<file path="config.mk">
export PLATFORM = sky130hd
export DESIGN_NAME = student_stream_mux
export DESIGN_NICKNAME = d
export VERILOG_FILES = /design/src/rtl/student_stream_mux.sv
export SDC_FILE = /design/constraint.sdc
export NUM_CORES = 1
export LEC_CHECK = 0
export BUFFER_PORTS_ARGS = -buffer_cell sky130_fd_sc_hd__clkbuf_2
export CAP_MARGIN = 20
export CORE_MARGIN = 4
export CORE_UTILIZATION = 41
export DETAILED_ROUTE_END_ITERATION = 7
export GPL_ROUTABILITY_DRIVEN = 0
export PLACE_DENSITY = 0.78
export SLEW_MARGIN = 30
export SYNTH_ARGS = -nofsm -noshare
export SYNTH_HDL_FRONTEND = slang
export SYNTH_SLANG_ARGS = --single-unit
export TNS_END_PERCENT = 30
</file>
<file path="constraint.sdc">
create_clock -name clk -period 1.94 [get_ports clk]
set_input_delay 0.291 -clock clk [delete_from_list [all_inputs] [get_ports clk]]
set_output_delay 0.291 -clock clk [all_outputs]
set_load 0.01 [all_outputs]
</file>
<file path="src/rtl/student_stream_mux.sv">
// rtl/student_stream_mux.sv - N-channel registered stream mux with fixed-select and round-robin grant
module student_stream_mux #(
    parameter int WIDTH    = 8,
    parameter int CHANNELS = 4,
    parameter int SEL_W    = 2
) (
    input  logic                      clk,
    input  logic                      rst_n,
    input  logic                      mode,
    input  logic [SEL_W-1:0]          sel,
    input  logic [CHANNELS*WIDTH-1:0] in_data,
    input  logic [CHANNELS-1:0]       in_valid,
    output logic [CHANNELS-1:0]       in_ready,
    output logic [WIDTH-1:0]          out_data,
    output logic                      out_valid,
    input  logic                      out_ready,
    output logic [SEL_W-1:0]          out_chan
);

    logic [SEL_W-1:0] ptr;
    logic [SEL_W-1:0] grant;
    logic             gnt_ok;
    logic             load_en;
    logic [WIDTH-1:0] gnt_data;

    assign load_en = !out_valid || out_ready;

    // Round-robin scan runs from the farthest candidate back to ptr+1, so the
    // last hit is the first valid channel after ptr.
    always_comb begin
        grant  = '0;
        gnt_ok = 1'b0;
        if (!mode) begin
            grant = sel;
            if (int'(sel) < CHANNELS) begin
                gnt_ok = in_valid[sel];
            end
        end else begin
            for (int k = CHANNELS; k >= 1; k--) begin
                if (in_valid[(int'(ptr) + k) % CHANNELS]) begin
                    grant  = SEL_W'((int'(ptr) + k) % CHANNELS);
                    gnt_ok = 1'b1;
                end
            end
        end
    end

    always_comb begin
        gnt_data = '0;
        in_ready = '0;
        for (int i = 0; i < CHANNELS; i++) begin
            if (grant == SEL_W'(i)) begin
                gnt_data    = in_data[i*WIDTH +: WIDTH];
                in_ready[i] = rst_n && load_en && gnt_ok;
            end
        end
    end

    always_ff @(posedge clk) begin
        if (!rst_n) begin
            out_valid <= 1'b0;
            out_data  <= '0;
            out_chan  <= '0;
            ptr       <= SEL_W'(CHANNELS - 1);
        end else if (load_en) begin
            if (gnt_ok) begin
                out_data  <= gnt_data;
                out_chan  <= grant;
                out_valid <= 1'b1;
                ptr       <= grant;
            end else begin
                out_valid <= 1'b0;
            end
        end
    end

endmodule
</file>
==> flow_summary.json, run 1 <==
{
  "fp.dieW_um": 53.8,
  "dp_hpwl_mm": 1.99,
  "tritoncts": "done",
  "die_h_um": 53.8,
  "rsz0062_at_grt": "yes",
  "path_cells": "and3b_1 > o32a_1 > o22ai_2 > nand3_2 > nor2_1 > buf_2",
  "grt_pass1_vias": 930,
  "layout_commonest_cell": "clkbuf_2",
  "wirelength_mm": 2.52,
  "io_pins": 57,
  "hold_viol_final": 0,
  "drt-wirelength-per-cell_um": 13.7,
  "crit_slowest_cell": "dfxtp_2",
  "yosysWarnings": 0,
  "clkTransAtPathRegs_ns": 0.09,
  "max-cap-violations": 0,
  "power_per_cell_area_mw_per_mm2": 628,
  "clock_latency_ns": 0.28,
  "synthTopCellsByArea": "dfxtp_1 30%, mux2i_1 19%, o221ai_1 9.2%, nand2_1 5.2%, mux4_2 2.6%",
  "drt_iter0_markers": 13,
  "start_util": 0.434,
  "synth_area_leader_cell": "dfxtp_1",
  "drive_gt1_frac": 0.541,
  "syn_nets": 134,
  "syn_inst": 92,
  "seq_area_frac_synth": 0.302,
  "critPathBufInv": 1,
  "rows": 16,
  "clock-sinks": 13,
  "fin_nets": 200,
  "arrival_ns": 1.69,
  "outcome": "finished with violations",
  "fmax_mhz": 504,
  "port_buffers": 56,
  "design.die.area_mm2": 0.00290,
  "setup_viol": 4,
  "synth_top_area_share": 0.302,
  "layout_setup_ws_ns": -0.0432,
  "antenna_cells": 0,
  "final_area_mm2": 0.00128,
  "ys_ff_latch": 13,
  "placed_area_mm2": 0.00120,
  "avgViaCountPerCell": 5.18,
  "cp_data_required_time_ns": 1.65,
  "violations": "setup timing",
  "via_count": 954,
  "critPathLaunchType": "flip-flop",
  "fillers": 163,
  "drc": 0,
  "cts_max_path_buffers": 2,
  "core_mm2": 0.00198,
  "vdd_drop_max_uv": 501,
  "p_leak_uw": 0.000648,
  "holdBufCountCts": 0,
  "htree_levels": 1,
  "relSlewSlack": 0.735,
  "cp_top_family": "compound AO/OA/AOI/OAI gates",
  "grt_max_degree": 9,
  "finalCritPeriodShare": 1.02,
  "drtAntennaViolNets": 0,
  "hp-class": "in2reg",
  "endpoint_kind": "primary output",
  "slowest_delay_ns": 0.36,
  "slew_violations": 0,
  "synthDistinctLibCells": 30,
  "grt_antenna_before_repair": 0,
  "critPathKind": "reg2out",
  "finalPower_uw": 806,
  "period_minus_slack_ns": 1.98,
  "root_buffer": "clkbuf_4",
  "grt_overflow": 0,
  "grtUsageTotal": 0.185,
  "final_cell_mix": "55 x clkbuf_2, 16 x mux2i_1, 12 x nand2_1, 11 x dfxtp_1",
  "worst_slew_pin_slew_ns": 0.398,
  "cts_buffers": 3,
  "syn_avg_cell_area_um2": 9.36,
  "area_delta_synth_final_pct": 49.0,
  "cp_max_fo": 5,
  "first_pass_iters": 4,
  "skew_ns": 0.00222,
  "syn_area_um2": 861,
  "grt_first_pass_wirelength_mm": 3.88
}
power by group:
group | internal, uW | switching (uW) | total (uW)
registers | 302 | 20.9 | 322
clock network | 76.6 | 97.9 | 175
logic | 158 | 151 | 309
total | 536 | 270 | 806
synthesized netlist by cell type, drive strengths merged:
cell	number
dfxtp	13
nand2b	4
nand2	12
a21boi	1
o221ai	10
nor2b	3
and2	2
mux2i	16
inv	5
nor2	6
mux4	1
a32oi	1
buf	3
a31oi	1
a21oi	3
and3b	1
o41ai	1
o21ai	2
o22ai	1
a21bo	1
mux2	1
nand3	3
o32a	1
cell type report:
class                           instances  area, um2  area share
Multi-Input combinational cell         71        593       0.462
Timing Repair Buffer                   64        344       0.268
Inverter                                5       18.8      0.0146
Tap cell                               27       33.8      0.0263
Clock inverter                          1       5.00     0.00390
Sequential cell                        13        265       0.207
Clock buffer                            3       22.5      0.0176
routing by layer:
metal	vias to the layer above	wire (um)	track usage
met4	0	72	0.132
met1	433	973	0.213
li1	480	-	-
met2	35	1300	0.315
met3	6	171	0.0194
met5	-	0	0
cell families after synthesis:
family,count (synthesis),share of synthesized area
simple gates,31,0.203
compound gates,22,0.222
mux,18,0.225
flops,13,0.302
buf+inv,8,0.0465
sequential cells by signal (all words and copies together) (netlist names):
register / count
out_valid: 1
out_chan: 2
ptr: 2
out_data: 8
stage by stage:
| step | setup WS, ns | util | instances | hold slack [ns] | TNS (ns) |
|---|---|---|---|---|---|
| after global routing | -0.115 | 0.647 | 184 | 0.288 | -0.404 |
| after floorplan | 0.196 | - | 92 | 0.363 | 0 |
| after global placement | 0.0929 | 0.608 | 178 | 0.446 | 0 |
| after detailed placement | 0.0638 | 0.608 | 178 | 0.451 | 0 |
| final | -0.0432 | 0.647 | 184 | 0.269 | -0.0840 |
| after CTS | -0.0160 | 0.645 | 184 | 0.261 | -0.0320 |
what timing repair did:
action	4_1_cts	5_1_grt
gates resized for setup	7	3
endpoints found under the setup margin	4	4
setup buffers	2	0
hold endpoints to repair	0	0
pin swaps	5	0
path summary, 6_finish.rpt:
kind,start,to,slack [ns],cells past startpoint
worst max-delay path,ptr[0],in_ready[1],-0.04,6
worst min-delay path,rst_n,ptr[0],0.27,2
worst max register to register,ptr[1],out_data[2],0.25,7
worst min register to register,out_data[5],out_data[5],0.47,2
Power figures use the tool's default switching activity.
==> inputs of run 2 (changes only) <==
--- a/config.mk
+++ b/config.mk
@@ -8,10 +8,11 @@
 export BUFFER_PORTS_ARGS = -buffer_cell sky130_fd_sc_hd__clkbuf_2
 export CAP_MARGIN = 20
 export CORE_MARGIN = 4
-export CORE_UTILIZATION = 41
+export CORE_UTILIZATION = 43
+export CTS_BUF_LIST = sky130_fd_sc_hd__clkbuf_2
 export DETAILED_ROUTE_END_ITERATION = 7
 export GPL_ROUTABILITY_DRIVEN = 0
-export PLACE_DENSITY = 0.78
+export PLACE_DENSITY = 0.81
 export SLEW_MARGIN = 30
 export SYNTH_ARGS = -nofsm -noshare
 export SYNTH_HDL_FRONTEND = slang
==> run 2 against run 1 <==
The flow still finishes with violations (setup timing). First-iteration DRC count stayed put. Routed wire length is 14% higher. Maximum frequency is 0.63% higher. Power is 0.71% higher. Critical path type unchanged. Hold slack worse by 0.0051 ns. Utilization is 9.3 points higher. Global-route usage is 1.9 points higher. Via count is 2.7% higher. Worst setup slack better by 0.012 ns. Clock power is 22% lower. Clock-buffer cell count stayed put.
==> flow_summary.json, run 2 (same netlist as run 1, synthesis figures left out) <==
{
  "cts_max_path_buffers": 2,
  "port_buffers": 56,
  "tritoncts": "done",
  "hold_end": "ptr[0]",
  "cp_max_fo": 7,
  "grtUsageTotal": 0.204,
  "first_pass_iters": 6,
  "drc": 0,
  "drive_gt1_frac": 0.550,
  "via_count": 980,
  "crit_slowest_cell": "dfxtp_4",
  "core_mm2": 0.00180,
  "grt_overflow": 0,
  "largest_registers": "out_data x8, out_chan x2, ptr x2",
  "worst_slew_pin_slew_ns": 0.398,
  "vdd_drop_max_uv": 463,
  "finalCritPeriodShare": 1.02,
  "critPathLaunchType": "flip-flop",
  "critPathKind": "reg2out",
  "grt_antenna_before_repair": 0,
  "tns_ns": -0.0864,
  "critPathBufInv": 1,
  "hp-class": "in2reg",
  "rsz0062_at_grt": "yes",
  "outcome": "finished with violations",
  "finalPower_uw": 811,
  "slew_violations": 0,
  "largest_register_ffs": 8,
  "io_pins": 57,
  "start_util": 0.478,
  "holdBufCountCts": 0,
  "drt_iter0_markers": 13,
  "skew_ns": 0.0143,
  "ff2ff_setup_slack_ns": 0.16,
  "cts_buffers": 3,
  "antenna_cells": 0,
  "avgViaCountPerCell": 5.30,
  "grt_first_pass_wirelength_mm": 4.08,
  "power_per_cell_area_mw_per_mm2": 608,
  "fin_nets": 203,
  "whs_path_depth": 2,
  "htree_levels": 1,
  "dpl.cell_count": 174,
  "holdCritStartpoint": "rst_n",
  "layout_commonest_cell": "clkbuf_2",
  "drtAntennaViolNets": 0,
  "hold_slack_ns": 0.264,
  "hold_viol_final": 0,
  "slowest_delay_ns": 0.39,
  "p_leak_uw": 0.000687,
  "die_h_um": 52.7,
  "grt_pass1_vias": 923,
  "rr_endpoint": "out_data[0]",
  "period_minus_slack_ns": 1.97,
  "setup_viol": 4,
  "fmax_mhz": 507,
  "rr_worst_depth": 7,
  "drt-wirelength-per-cell_um": 15.5,
  "clock-sinks": 13,
  "wirelength_mm": 2.86,
  "layout_setup_ws_ns": -0.0308,
  "area_delta_synth_final_pct": 54.9,
  "fp.dieW_um": 52.7,
  "max-cap-violations": 0,
  "reg2reg_from": "ptr[1]",
  "arrival_ns": 1.68,
  "final_cell_mix": "58 x clkbuf_2, 16 x mux2i_1, 12 x nand2_1, 11 x dfxtp_1, 9 x buf_4",
  "top_register": "out_data",
  "rows": 15,
  "relSlewSlack": 0.735,
  "grt_max_degree": 11,
  "cp_data_required_time_ns": 1.65,
  "root_buffer": "clkbuf_2",
  "cp-startpoint": "ptr[1]",
  "cp_top_family": "flip-flops",
  "final_cells": 185,
  "fin_util": 0.740,
  "endpoint_kind": "primary output",
  "design.die.area_mm2": 0.00278,
  "clock_latency_ns": 0.28,
  "clkTransAtPathRegs_ns": 0.14,
  "dp_hpwl_mm": 2.18,
  "path_cells": "and3b_1 > o32a_1 > mux2_4 > nand3_4 > nor2_1 > clkbuf_2",
  "violations": "setup timing"
}
## run 2: cell count changes in the layout (fill, tap and decap cells not counted)
| cell | previous run | this run |
|---|---|---|
| nor2_2 | 1 | 0 |
| buf_4 | 7 | 9 |
| bufbuf_16 | 0 | 1 |
| clkbuf_4 | 3 | 0 |
| buf_12 | 0 | 1 |
| buf_6 | 1 | 0 |
| nand2b_1 | 3 | 2 |
| clkbuf_2 | 55 | 58 |
| a21boi_1 | 0 | 1 |
| nor2_1 | 5 | 6 |
| a21boi_0 | 1 | 0 |
| nand2b_4 | 1 | 2 |
## run 2: where the power goes
part,leakage [uW],internal [uW],switching (uW)
logic,0.000563,188,161
clock network,0.0000164,46.6,90.5
registers,0.000108,302,23.3
## run 2: cell type report
| cell class | instances | area [um2] |
|---|---|---|
| well taps | 25 | 31.3 |
| clock inverters | 1 | 5.00 |
| clock buffers | 3 | 15.0 |
| repair buffers | 67 | 400 |
| inverters | 5 | 18.8 |
| multi-input cells | 71 | 598 |
| fillers | 148 | 468 |
| flip-flops and latches | 13 | 265 |
## run 2: routing by layer
| layer | vias up | share of wire | global-route usage |
|---|---|---|---|
| li1 | 484 | - | - |
| met1 | 458 | 0.38 | 0.218 |
| met2 | 34 | 0.56 | 0.380 |
| met3 | 4 | 0.053 | 0.0513 |
| met4 | 0 | 0.0073 | 0.0681 |
| met5 | - | 0 | 0 |
## run 2: timing repair
item / CTS / global route
endpoints found under the setup margin: 4 / 4
setup buffers: 2 / 4
resized for setup: 5 / 5
gates cloned: 1 / 0
pin swaps: 6 / 1
## run 2: stage by stage
stage / setup WS, ns / instance area, um2
after CTS: -0.0281 / 1280
after floorplan: 0.196 / 861
final: -0.0308 / 1330
after global placement: 0.0864 / 1200
after detailed placement: 0.0732 / 1200
after global routing: -0.105 / 1330
## run 2: worst max-delay path by stage
stage                     cells after the start          end  slack (ns)
final                                         6  in_ready[2]       -0.03
after floorplan                               6  in_ready[2]        0.20
after CTS                                     6  in_ready[2]       -0.03
after global placement                        7  in_ready[2]        0.09
after detailed placement                      7  in_ready[2]        0.07
after global routing                          6  in_ready[2]       -0.11
==> inputs of run 3 (changes only) <==
==> constraint.sdc (replaced) <==
create_clock -name clk -period 1.94 [get_ports clk]
set_input_delay 0.194 -clock clk [delete_from_list [all_inputs] [get_ports clk]]
set_output_delay 0.194 -clock clk [all_outputs]
set_load 0.01 [all_outputs]
==> run 3 against run 2 <==
Sequential cell count unchanged. Utilization fell by 1.2 points. The flow still finishes with violations (setup timing). Largest cell class unchanged. Combinational power is 3% lower. Design area shrank 1.6%. Critical path depth increased by 1. Highest routed layer unchanged. Sequential power is essentially flat. Non-clock buffer count unchanged. Die area did not move. Maximum frequency grew 0.87%.
==> flow_summary.json, run 3 (same netlist as run 1, synthesis figures left out) <==
{
  "outcome": "finished with violations",
  "violations": "setup timing",
  "via_count": 956,
  "fin_util": 0.728,
  "skew_ns": 0.000404,
  "critPathLaunchType": "flip-flop",
  "die_h_um": 52.7,
  "whs_path_depth": 2,
  "met1Wirelength_mm": 1.05,
  "max-cap-violations": 0,
  "port_buffers": 56,
  "fp.dieW_um": 52.7,
  "slew_violations": 0,
  "wirelength_mm": 2.74,
  "fillers": 141,
  "rr_endpoint": "out_data[1]",
  "grt_overflow": 0,
  "relSlewSlack": 0.732,
  "hold_viol_final": 0,
  "holdCritStartpoint": "rst_n",
  "cts_max_path_buffers": 2,
  "dp_slack_ns": 0.153,
  "endpoint_kind": "primary output",
  "critPathKind": "reg2out",
  "area_delta_synth_final_pct": 52.5,
  "grt_first_pass_wirelength_mm": 3.72,
  "design.die.area_mm2": 0.00278,
  "setup_viol": 1,
  "drtAntennaViolNets": 0,
  "highest_layer": "met4",
  "hold_end": "ptr[0]",
  "root_buffer": "clkbuf_2",
  "io_pins": 57,
  "final_cell_mix": "60 x clkbuf_2, 16 x mux2i_1, 12 x nand2_1, 11 x dfxtp_1, 9 x buf_4",
  "layout_setup_ws_ns": -0.0139,
  "avgViaCountPerCell": 5.17,
  "rows": 15,
  "grt_antenna_before_repair": 0,
  "layout_commonest_cell": "clkbuf_2",
  "holdBufCountCts": 0,
  "top_register": "out_data",
  "grt_max_degree": 21,
  "drive_gt1_frac": 0.538,
  "cp_data_required_time_ns": 1.75,
  "drt-wirelength-per-cell_um": 14.8,
  "dr_wl_met2_mm": 1.52,
  "crit_slowest_cell": "dfxtp_4",
  "rr_worst_depth": 7,
  "drt_iter0_markers": 29,
  "core_mm2": 0.00180,
  "tritoncts": "done",
  "finalCritPeriodShare": 1.01,
  "clkTransAtPathRegs_ns": 0.12,
  "fin_nets": 203,
  "period_minus_slack_ns": 1.95,
  "clock_latency_ns": 0.27,
  "grt_pass1_vias": 900,
  "reg2reg_from": "ptr[1]",
  "vdd_drop_max_uv": 415,
  "hold_slack_ns": 0.177,
  "grtUsageTotal": 0.180,
  "hp-class": "in2reg",
  "worst_slew_pin_slew_ns": 0.397,
  "drc": 0,
  "p_leak_uw": 0.000670,
  "cp_max_fo": 10,
  "power_per_cell_area_mw_per_mm2": 612,
  "wl_met3_um": 139,
  "first_pass_iters": 4,
  "dp_hpwl_mm": 2.01,
  "largest_register_ffs": 8,
  "clock-sinks": 13,
  "htree_levels": 1,
  "slowest_delay_ns": 0.40,
  "ff2ff_setup_slack_ns": 0.21,
  "path_cells": "nand2b_1 > a32oi_2 > o221ai_2 > buf_12 > inv_1 > nor2_1 > clkbuf_2",
  "start_util": 0.478,
  "arrival_ns": 1.76,
  "antenna_cells": 0,
  "fmax_mhz": 512,
  "largest_registers": "out_data x8, out_chan x2, ptr x2",
  "cts_buffers": 3
}
[run 3: cell types whose count changed in the layout (fill, tap and decap cells not counted), sizes merged]
cell    previous run  this run
bufbuf             1         0
clkinv             1         0
clkbuf            58        61
buf               11        10
[run 3: metal layers]
layer / vias up / GRT usage
li1: 483 / -
met5: - / 0
met3: 2 / 0.0513
met1: 432 / 0.190
met2: 39 / 0.324
met4: 0 / 0.0851
[run 3: worst max path at each step]
| stage | start | endpoint | slack [ns] |
|---|---|---|---|
| after floorplan | ptr[0] | in_ready[0] | 0.33 |
| after global placement | in_valid[3] | in_ready[3] | 0.20 |
| after detailed placement | ptr[0] | out_data[1] | 0.15 |
| after CTS | ptr[0] | in_ready[0] | -0.02 |
| after global routing | ptr[1] | in_ready[3] | -0.12 |
| final | ptr[1] | in_ready[3] | -0.01 |
[run 3: repair_timing]
action	in CTS	in global routing
resized for setup	2	4
setup buffers	2	6
setup endpoints to repair	4	4
pin swaps	2	3
cloned	0	1
[run 3: power by group]
part           internal, uW  switching, uW  total (uW)
logic                   180            160         340
registers               302           20.9         322
clock network          54.7           86.6         141
[run 3: stage by stage]
step / cells / TNS (ns) / cell area, um2 / total power, uW
global placement: 172 / 0 / 1180 / 604
detailed placement: 172 / 0 / 1180 / 615
global route: 185 / -0.177 / 1310 / 848
floorplan: 92 / 0 / 861 / 496
CTS: 178 / -0.0281 / 1220 / 764
finish: 185 / -0.0139 / 1310 / 804
[run 3: cell type report]
cell class	instances	area, um2	share of cell area
multi-input cells	71	584	0.445
repair buffers	67	393	0.299
flip-flops and latches	13	265	0.202
well taps	25	31.3	0.0238
inverters	5	18.8	0.0143
clock buffers	4	20.0	0.0153
[run 3: worst max-delay path, delay by kind of cell, from the launching register on]
family / cells / cell delay, ns
compound gates: 2 / 0.36
simple gates: 2 / 0.33
buf+inv: 3 / 0.40
flops: 1 / 0.40
